==> src/rtl/cfu_initiator_pkg.sv <==
// Shared types and constants for the CFU command/response initiator.
package cfu_initiator_pkg;

    localparam int FUNC_ID_W = 10;
    localparam int DATA_W    = 32;
    localparam logic [DATA_W-1:0] TIMEOUT_DATA = 32'hDEAD_BEEF;

    typedef enum logic [1:0] {
        ST_IDLE    = 2'd0,
        ST_ISSUE   = 2'd1,
        ST_WAIT    = 2'd2,
        ST_DELIVER = 2'd3
    } state_e;

endpackage

==> src/rtl/cfu_initiator_if.sv <==
// Bus bundle for the initiator: upstream request, CFU cmd/rsp, downstream result and status.
interface cfu_initiator_if #(
    parameter int CNT_W = 16
);
    import cfu_initiator_pkg::*;

    logic                 req_valid;
    logic                 req_ready;
    logic [FUNC_ID_W-1:0] req_function_id;
    logic [DATA_W-1:0]    req_inputs_0;
    logic [DATA_W-1:0]    req_inputs_1;

    logic                 cmd_valid;
    logic                 cmd_ready;
    logic [FUNC_ID_W-1:0] cmd_payload_function_id;
    logic [DATA_W-1:0]    cmd_payload_inputs_0;
    logic [DATA_W-1:0]    cmd_payload_inputs_1;

    logic                 rsp_valid;
    logic                 rsp_ready;
    logic [DATA_W-1:0]    rsp_payload_outputs_0;

    logic                 res_valid;
    logic                 res_ready;
    logic [DATA_W-1:0]    res_data;
    logic                 res_error;

    logic                 busy;
    logic [CNT_W-1:0]     done_count;

    modport master (
        input  req_valid, req_function_id, req_inputs_0, req_inputs_1,
        input  cmd_ready, rsp_valid, rsp_payload_outputs_0, res_ready,
        output req_ready, cmd_valid, cmd_payload_function_id,
        output cmd_payload_inputs_0, cmd_payload_inputs_1,
        output rsp_ready, res_valid, res_data, res_error, busy, done_count
    );

    modport slave (
        output req_valid, req_function_id, req_inputs_0, req_inputs_1,
        output cmd_ready, rsp_valid, rsp_payload_outputs_0, res_ready,
        input  req_ready, cmd_valid, cmd_payload_function_id,
        input  cmd_payload_inputs_0, cmd_payload_inputs_1,
        input  rsp_ready, res_valid, res_data, res_error, busy, done_count
    );

endinterface

==> src/rtl/cfu_initiator_watchdog.sv <==
// Transaction watchdog: down-counter loaded on clear, flags expiry at terminal count while enabled.
module cfu_initiator_watchdog #(
    parameter int TIMEOUT_CYCLES = 1024
) (
    input  logic clk,
    input  logic reset_n,
    input  logic i_clear,
    input  logic i_enable,
    output logic o_expired
);

    localparam int CW = (TIMEOUT_CYCLES > 1) ? $clog2(TIMEOUT_CYCLES) : 1;
    localparam logic [CW-1:0] LOAD = CW'(TIMEOUT_CYCLES - 1);

    logic [CW-1:0] r_remain;

    always_ff @(posedge clk or negedge reset_n) begin
        if (!reset_n) begin
            r_remain <= '0;
        end else if (i_clear) begin
            r_remain <= LOAD;
        end else if (i_enable && (r_remain != '0)) begin
            r_remain <= r_remain - CW'(1);
        end
    end

    assign o_expired = i_enable && (r_remain == '0);

endmodule

==> src/rtl/cfu_initiator.sv <==
// CFU initiator: one outstanding op from request stream to CFU and back to result stream.
// Optional watchdog abort is built when CFU_INITIATOR_TIMEOUT_EN is defined.
//
// state      | meaning
// ST_IDLE    | ready for a request; stray responses drained
// ST_ISSUE   | cmd_valid high with registered payload, awaiting cmd_ready
// ST_WAIT    | awaiting CFU response
// ST_DELIVER | res_valid high, awaiting res_ready
module cfu_initiator
    import cfu_initiator_pkg::*;
#(
    parameter int TIMEOUT_CYCLES = 1024,
    parameter int CNT_W          = 16
) (
    input  logic            clk,
    input  logic            reset_n,
    cfu_initiator_if.master bus
);

    state_e               r_state;
    state_e               w_state_nxt;
    logic [FUNC_ID_W-1:0] r_fid;
    logic [DATA_W-1:0]    r_in0;
    logic [DATA_W-1:0]    r_in1;
    logic [DATA_W-1:0]    r_res_data;
    logic [CNT_W-1:0]     r_done_count;
    logic                 w_req_hs;
    logic                 w_res_hs;
    logic                 w_rsp_take;
    logic                 w_timeout;
    logic                 w_wd_expired;
    logic                 w_res_error;

    if (TIMEOUT_CYCLES < 1) begin : g_bad_timeout
        $error("TIMEOUT_CYCLES must be at least 1");
    end

    assign w_req_hs = (r_state == ST_IDLE) && bus.req_valid;
    assign w_res_hs = (r_state == ST_DELIVER) && bus.res_ready;

`ifdef CFU_INITIATOR_TIMEOUT_EN
    logic r_res_error;

    cfu_initiator_watchdog #(
        .TIMEOUT_CYCLES(TIMEOUT_CYCLES)
    ) u_watchdog (
        .clk      (clk),
        .reset_n  (reset_n),
        .i_clear  (w_req_hs),
        .i_enable ((r_state == ST_ISSUE) || (r_state == ST_WAIT)),
        .o_expired(w_wd_expired)
    );

    always_ff @(posedge clk or negedge reset_n) begin
        if (!reset_n) begin
            r_res_error <= 1'b0;
        end else if (w_rsp_take) begin
            r_res_error <= 1'b0;
        end else if (w_timeout) begin
            r_res_error <= 1'b1;
        end
    end

    assign w_res_error = r_res_error;
`else
    assign w_wd_expired = 1'b0;
    assign w_res_error  = 1'b0;
`endif

    always_ff @(posedge clk or negedge reset_n) begin
        if (!reset_n) begin
            r_state <= ST_IDLE;
        end else begin
            r_state <= w_state_nxt;
        end
    end

    // A handshake in the same cycle as expiry takes priority over the abort.
    always_comb begin
        w_state_nxt = r_state;
        w_rsp_take  = 1'b0;
        w_timeout   = 1'b0;
        case (r_state)
            ST_IDLE: begin
                if (bus.req_valid) w_state_nxt = ST_ISSUE;
            end
            ST_ISSUE: begin
                if (bus.cmd_ready) begin
                    w_state_nxt = ST_WAIT;
                end else if (w_wd_expired) begin
                    w_state_nxt = ST_DELIVER;
                    w_timeout   = 1'b1;
                end
            end
            ST_WAIT: begin
                if (bus.rsp_valid) begin
                    w_state_nxt = ST_DELIVER;
                    w_rsp_take  = 1'b1;
                end else if (w_wd_expired) begin
                    w_state_nxt = ST_DELIVER;
                    w_timeout   = 1'b1;
                end
            end
            ST_DELIVER: begin
                if (bus.res_ready) w_state_nxt = ST_IDLE;
            end
            default: w_state_nxt = ST_IDLE;
        endcase
    end

    always_ff @(posedge clk or negedge reset_n) begin
        if (!reset_n) begin
            r_fid        <= '0;
            r_in0        <= '0;
            r_in1        <= '0;
            r_res_data   <= '0;
            r_done_count <= '0;
        end else begin
            if (w_req_hs) begin
                r_fid <= bus.req_function_id;
                r_in0 <= bus.req_inputs_0;
                r_in1 <= bus.req_inputs_1;
            end
            if (w_rsp_take) begin
                r_res_data <= bus.rsp_payload_outputs_0;
            end else if (w_timeout) begin
                r_res_data <= TIMEOUT_DATA;
            end
            if (w_res_hs && !w_res_error) begin
                r_done_count <= r_done_count + CNT_W'(1);
            end
        end
    end

    assign bus.req_ready               = (r_state == ST_IDLE);
    assign bus.cmd_valid               = (r_state == ST_ISSUE);
    assign bus.rsp_ready               = (r_state != ST_ISSUE);
    assign bus.res_valid               = (r_state == ST_DELIVER);
    assign bus.busy                    = (r_state != ST_IDLE);
    assign bus.cmd_payload_function_id = r_fid;
    assign bus.cmd_payload_inputs_0    = r_in0;
    assign bus.cmd_payload_inputs_1    = r_in1;
    assign bus.res_data                = r_res_data;
    assign bus.res_error               = w_res_error;
    assign bus.done_count              = r_done_count;

endmodule
==> src/flat_wrapper.sv <==
// flat-port wrapper written by rule: the top's interface ports become plain ports
module cfu_initiator_flat import cfu_initiator_pkg::*;
#(
    parameter int TIMEOUT_CYCLES = 1024,
    parameter int CNT_W          = 16
)
  (clk, reset_n, bus_req_valid, bus_req_function_id, bus_req_inputs_0, bus_req_inputs_1, bus_cmd_ready, bus_rsp_valid, bus_rsp_payload_outputs_0, bus_res_ready, bus_req_ready, bus_cmd_valid, bus_cmd_payload_function_id, bus_cmd_payload_inputs_0, bus_cmd_payload_inputs_1, bus_rsp_ready, bus_res_valid, bus_res_data, bus_res_error, bus_busy, bus_done_count);
  cfu_initiator_if #(.CNT_W(CNT_W)) bus_i ();
  input  logic clk;
  input  logic reset_n;
  input wire logic [$bits(bus_i.req_valid)-1:0] bus_req_valid;
  input wire logic [$bits(bus_i.req_function_id)-1:0] bus_req_function_id;
  input wire logic [$bits(bus_i.req_inputs_0)-1:0] bus_req_inputs_0;
  input wire logic [$bits(bus_i.req_inputs_1)-1:0] bus_req_inputs_1;
  input wire logic [$bits(bus_i.cmd_ready)-1:0] bus_cmd_ready;
  input wire logic [$bits(bus_i.rsp_valid)-1:0] bus_rsp_valid;
  input wire logic [$bits(bus_i.rsp_payload_outputs_0)-1:0] bus_rsp_payload_outputs_0;
  input wire logic [$bits(bus_i.res_ready)-1:0] bus_res_ready;
  output wire logic [$bits(bus_i.req_ready)-1:0] bus_req_ready;
  output wire logic [$bits(bus_i.cmd_valid)-1:0] bus_cmd_valid;
  output wire logic [$bits(bus_i.cmd_payload_function_id)-1:0] bus_cmd_payload_function_id;
  output wire logic [$bits(bus_i.cmd_payload_inputs_0)-1:0] bus_cmd_payload_inputs_0;
  output wire logic [$bits(bus_i.cmd_payload_inputs_1)-1:0] bus_cmd_payload_inputs_1;
  output wire logic [$bits(bus_i.rsp_ready)-1:0] bus_rsp_ready;
  output wire logic [$bits(bus_i.res_valid)-1:0] bus_res_valid;
  output wire logic [$bits(bus_i.res_data)-1:0] bus_res_data;
  output wire logic [$bits(bus_i.res_error)-1:0] bus_res_error;
  output wire logic [$bits(bus_i.busy)-1:0] bus_busy;
  output wire logic [$bits(bus_i.done_count)-1:0] bus_done_count;
  assign bus_i.req_valid = bus_req_valid;
  assign bus_i.req_function_id = bus_req_function_id;
  assign bus_i.req_inputs_0 = bus_req_inputs_0;
  assign bus_i.req_inputs_1 = bus_req_inputs_1;
  assign bus_i.cmd_ready = bus_cmd_ready;
  assign bus_i.rsp_valid = bus_rsp_valid;
  assign bus_i.rsp_payload_outputs_0 = bus_rsp_payload_outputs_0;
  assign bus_i.res_ready = bus_res_ready;
  assign bus_req_ready = bus_i.req_ready;
  assign bus_cmd_valid = bus_i.cmd_valid;
  assign bus_cmd_payload_function_id = bus_i.cmd_payload_function_id;
  assign bus_cmd_payload_inputs_0 = bus_i.cmd_payload_inputs_0;
  assign bus_cmd_payload_inputs_1 = bus_i.cmd_payload_inputs_1;
  assign bus_rsp_ready = bus_i.rsp_ready;
  assign bus_res_valid = bus_i.res_valid;
  assign bus_res_data = bus_i.res_data;
  assign bus_res_error = bus_i.res_error;
  assign bus_busy = bus_i.busy;
  assign bus_done_count = bus_i.done_count;
  cfu_initiator #(.TIMEOUT_CYCLES(TIMEOUT_CYCLES), .CNT_W(CNT_W)) u_core (.clk(clk), .reset_n(reset_n), .bus(bus_i));
endmodule
==> config.mk <==
export PLATFORM = sky130hd
export DESIGN_NAME = cfu_initiator_flat
export DESIGN_NICKNAME = d
export VERILOG_FILES = /design/src/rtl/cfu_initiator_pkg.sv /design/src/rtl/cfu_initiator_if.sv /design/src/rtl/cfu_initiator_watchdog.sv /design/src/rtl/cfu_initiator.sv /design/src/flat_wrapper.sv
export SDC_FILE = /design/constraint.sdc
export NUM_CORES = 1
export LEC_CHECK = 0
export BUFFER_PORTS_ARGS = -buffer_cell sky130_fd_sc_hd__buf_4
export CORE_AREA = 2 2 144 90
export DETAILED_ROUTE_END_ITERATION = 8
export DIE_AREA = 0 0 146 92
export HOLD_SLACK_MARGIN = 0.06
export PLACE_DENSITY_LB_ADDON = 0.12
export SYNTH_ARGS = -nofsm -noshare
export SYNTH_HDL_FRONTEND = slang
export SYNTH_SLANG_ARGS = --single-unit
==> constraint.sdc <==
create_clock -name clk -period 1.55 [get_ports clk]
set_input_delay 0.155 -clock clk [delete_from_list [all_inputs] [get_ports clk]]
set_output_delay 0.155 -clock clk [all_outputs]
set_load 0.005 [all_outputs]
* Yosys cells after proc, flatten, opt, wreduce, memory -nomap -nowiden
Index checks and enable logic that the tools add are counted.
W data, S select, Z words.
** Storage, ports and cells
- Register bits after elaboration :: 124
- Bits in latches :: 0
- Memory bits (writable) :: 0
- ROM bits :: 0
- Memories :: 0
** Operators by class
- Add/subtract/negate cells :: 1
- $mul :: 0
- Divide/modulo/power cells :: 0
- Magnitude comparators :: 0
- Equal/unequal tests :: 8
- Shifts and indexed selects :: 0
- Muxes and demuxes :: 8
- Bitwise operators :: 0
- Reduce and logical (&&, ||, !) cells :: 5
** Operators by type and width (number)
- $mux W32 :: 1
- $add A16 B1 Y16 const B :: 1
- $mux W2 :: 4
- $ne A2 B2 Y1 const B :: 4
- $pmux W2 S4 :: 1
- $eq A2 B2 Y1 const B :: 2
- $reduce_and A4 Y1 :: 1
- $eq A2 B1 Y1 const B :: 1
- $logic_and A1 B1 Y1 :: 2
- $logic_not A2 Y1 :: 1
- $mux W1 :: 2
- $ne A2 B1 Y1 const B :: 1
- $reduce_bool A2 Y1 :: 1

* Depth between registers and ports, before layout
- Word-level depth :: 3
- Gate-level depth with buffers :: 6
- Gate-level depth less buffers :: 6

* Least setup slack after synthesis
Ideal clock, no wire load.
- Path type :: flip-flop to flip-flop
- Start point :: register u_core.r_state[0]
- End point :: register u_core.r_in0[10], in the netlist u_core.bus.cmd_payload_inputs_0[10]
- Arrival :: 1.457 ns
- Data required time :: 1.425 ns
- Path slack :: -0.032 ns
- Stages on the path, launching flop included :: 7
- Clock period less this slack :: 1.582 ns
- Cell sequence :: dfrtp_1 -> inv_1 -> ha_1 -> nand2_1 -> buf_2 -> buf_6 -> mux2_2
** Between the ends
- Cells in the longest elaborated chain, start to end :: 2
** Ends and longest elaborated chain
- start, declared :: line cfu_initiator.sv:20 : state_e r_state;
- start signal, assigned :: line cfu_initiator.sv:74 : r_state <= w_state_nxt;
- $logic_not A2 Y1
- named net bus_req_ready :: line flat_wrapper.sv:19 : output wire logic [$bits(bus_i.req_ready)-1:0] bus_req_ready;
- $logic_and A1 B1 Y1 :: line cfu_initiator.sv:38 : assign w_req_hs = (r_state == ST_IDLE) && bus.req_valid;
- end signal, assigned :: line cfu_initiator.sv:121 : r_in0 <= bus.req_inputs_0;
- end, declared :: line cfu_initiator.sv:23 : logic [DATA_W-1:0] r_in0;
The timed path passes the listed nets, and every way through them passes these cells.
A chain may end at the register's enable or synchronous reset.

* Worst setup path after layout
- Start point :: register u_core.r_state[1]
- End point :: output bus_res_valid
** Between the ends
- Cells in the longest elaborated chain, start to end :: 1
** Ends and longest elaborated chain
- $eq A2 B2 Y1 :: line cfu_initiator.sv:138 : assign bus.res_valid = (r_state == ST_DELIVER);
- end, declared :: line flat_wrapper.sv:25 : output wire logic [$bits(bus_i.res_valid)-1:0] bus_res_valid;
No other way between the ends.

==> metrics.txt <==
status=finished, final reports clean; CTS tree=done; Diodes inserted=0; worst vdd ir=0.943 mV; GRT Overall Usage=0.213; post-synthesis sequential area ratio=0.640; Wirelength per Cell=16.4 µm; Syn Area/Cell=16.0 µm²; power density over cell area=1810 nW/µm²; RSZ-0062 raised after global routing=yes; Die ar.=13,400 µm²; mapped cell area=4850 µm²; post-synth top area share=0.640; most common cell in the netlist=dfrtp_1; vias=3,916; crit path DAT=1390 ps; number of flops mapped to enable cells by yosys=0; top_reg_cell synth=dfrtp_1; post-synth cell types=25; post-layout minimum cycle time=1540 ps; die height=92 µm; filler cell count=807; Pins Over Slew Limit=0; Nets=802; root buf cell=clkbuf_16; DP HPWL=8.59 mm; global-route wire length before repair=22.2 mm; worst hold path depth=3; core box area=12,300 µm²; CTS Buffer Depth=2; IO Pins=240; post-DR vias/cell=4.53; Reg area=3100 µm²; DRC errors left=0; Final Cell Area=8840 µm²; Critical Path RT=1390 ps; async set or reset register ratio after synthesis=1.00; Detailed Routing Iterations Pass 1=4; P_leak=0.00424 µW; initial antenna violation count=0; Final Skew=6.46 ps; synth cell count leaders=dfrtp_1 (124), mux2_2 (108), xnor2_1 (10), nand3_1 (8), inv_1 (7); fmax=649 MHz; syn_nets=421; multi-input logic area=1720 µm²; gpl congestion=0.755; peak fanout along the critical path=4; CTS Buf Count=17; synth top area cells=dfrtp_1 (64%), mux2_2 (25%), xnor2_1 (1.8%); largest area contributor in the netlist=dfrtp_1; crit share post-route=0.994; row count=32; pin count of the biggest net entering global routing=58; final antenna-violating net count=0; CP Launch Type=register; clock transition at the registers of the reported paths=50 ps; max cap viols=0; Yosys reg bits=124; number of global-route vias before repair=4,289; initial DRC count=90; DP Area=6920 µm²; Clock Latency Late Sink=400 ps; total grt overflow=0; layout cell share with drive strength beyond 1=0.606; HP Class=input port to register; CTS H-tree depth=4; clk sinks=124; Starting Density=0.393; Crit. End Element=output pin; endpoints failing setup=0; Overall Power=16,000 µW; input/output buffers=238; DIE WIDTH=146 µm; R2R depth=6; cells after synthesis=303; critical setup path kind=register to output pin; synth-to-layout area growth=82.4%; final-report hold violation count=0; synth warn=0; DRT Wirelength=14.2 mm
==> cell usage in the layout, fill, tap and decap left out, types with 2 or more instances in the layout <==
| cell type | Yosys | layout |
|---|---|---|
| and3_1 | 3 | 3 |
| buf_12 | 0 | 4 |
| buf_16 | 0 | 2 |
| buf_4 | 1 | 255 |
| buf_6 | 6 | 3 |
| bufinv_16 | 0 | 2 |
| clkbuf_16 | 0 | 19 |
| clkinv_2 | 0 | 3 |
| clkinvlp_4 | 0 | 5 |
| dfrtp_1 | 124 | 124 |
| dlygate4sd3_1 | 0 | 108 |
| ha_1 | 6 | 2 |
| ha_4 | 0 | 4 |
| inv_1 | 7 | 3 |
| inv_2 | 0 | 4 |
| mux2_2 | 108 | 107 |
| nand2_1 | 4 | 2 |
| nand2_8 | 0 | 2 |
| nand3_1 | 8 | 8 |
| nor2_1 | 4 | 4 |
| xnor2_1 | 10 | 10 |
| xor2_1 | 5 | 5 |
==> critical path, cell delays in order (launching register included) <==
cell,delay (ps)
dfrtp_1,400
buf_4,150
ha_4,170
buf_4,130
buf_4,130
==> power breakdown <==
part           switching (µW)  total [µW]  internal, µW  leakage [µW]
Clock                    1390        3770          2380      0.000263
Sequential                873        5650          4780       0.00148
Combinational            2300        6610          4310       0.00250
Total                    4560       16000         11500       0.00424
==> layout make-up <==
type | count | share of cell area
multi-input cells | 160 | 0.195
clock buffers | 19 | 0.0501
flip-flops and latches | 124 | 0.351
well taps | 170 | 0.0241
clock inverters | 11 | 0.0137
inverters | 7 | 0.00297
repair buffers | 374 | 0.363
==> layer usage <==
| metal | GRT usage | vias up | share of wire | routed length, µm |
|---|---|---|---|---|
| li1 | - | 1820 | - | - |
| met1 | 0.242 | 1926 | 0.40 | 5610 |
| met3 | 0.0816 | 12 | 0.078 | 1110 |
| met2 | 0.372 | 158 | 0.52 | 7300 |
| met5 | 0 | - | 0 | 0 |
| met4 | 0.0688 | 0 | 0.0098 | 139 |
==> metrics by stage <==
step / hold slack (ps) / std cells / utilization / setup WS (ps) / TNS [ps]
2_1_floorplan: -141 / 303 / - / 20.9 / 0
3_3_place_gp: 188 / 715 / 0.561 / -36.2 / -1110
3_5_place_dp: 197 / 715 / 0.561 / -117 / -5840
4_1_cts: 227 / 860 / 0.707 / -10.0 / -10.0
5_1_grt: 190 / 865 / 0.717 / -40.3 / -89.6
6_report: 197 / 865 / 0.717 / 9.09 / 0
==> final timing paths <==
kind | from | slack (ps) | end
worst max-delay path | u_core.r_state[1] | 9 | bus_res_valid
worst min-delay path | bus_req_valid | 200 | u_core.bus.cmd_payload_inputs_1[28]
worst max register to register | u_core.r_state[0] | 30 | u_core.bus.res_data[15]
worst min register to register | u_core.bus.done_count[15] | 500 | u_core.bus.done_count[15]
max in group asynchronous | reset_n | 830 | u_core.bus.cmd_payload_inputs_1[14]
min in group asynchronous | reset_n | 280 | u_core.bus.done_count[2]
==> logic make-up after synthesis <==
kind of cell,Yosys count,share of synthesized area
xor+xnor,15,0.0271
mux,108,0.251
simple gates,27,0.0348
flops,124,0.640
buf+inv,19,0.0261
compound gates,3,0.00490
other cells,1,0.000773
fa+ha+maj,6,0.0155
==> registers in the layout (all words and copies together) (netlist names) <==
name / flops
u_core.bus.res_data: 32
u_core.bus.cmd_payload_function_id: 10
u_core.bus.cmd_payload_inputs_0: 32
u_core.bus.cmd_payload_inputs_1: 32
u_core.bus.done_count: 16
u_core.r_state: 2
==> repair_timing <==
item / in CTS / in global routing
hold buffers: 108 / 0
resized for setup: 15 / 11
endpoints found under the hold margin: 231 / 0
buffers inserted: 5 / 4
cloned: 2 / 2
pin swaps: 1 / 5
setup endpoints to repair: 108 / 92
No activity file was read; power rests on OpenSTA's default activity.
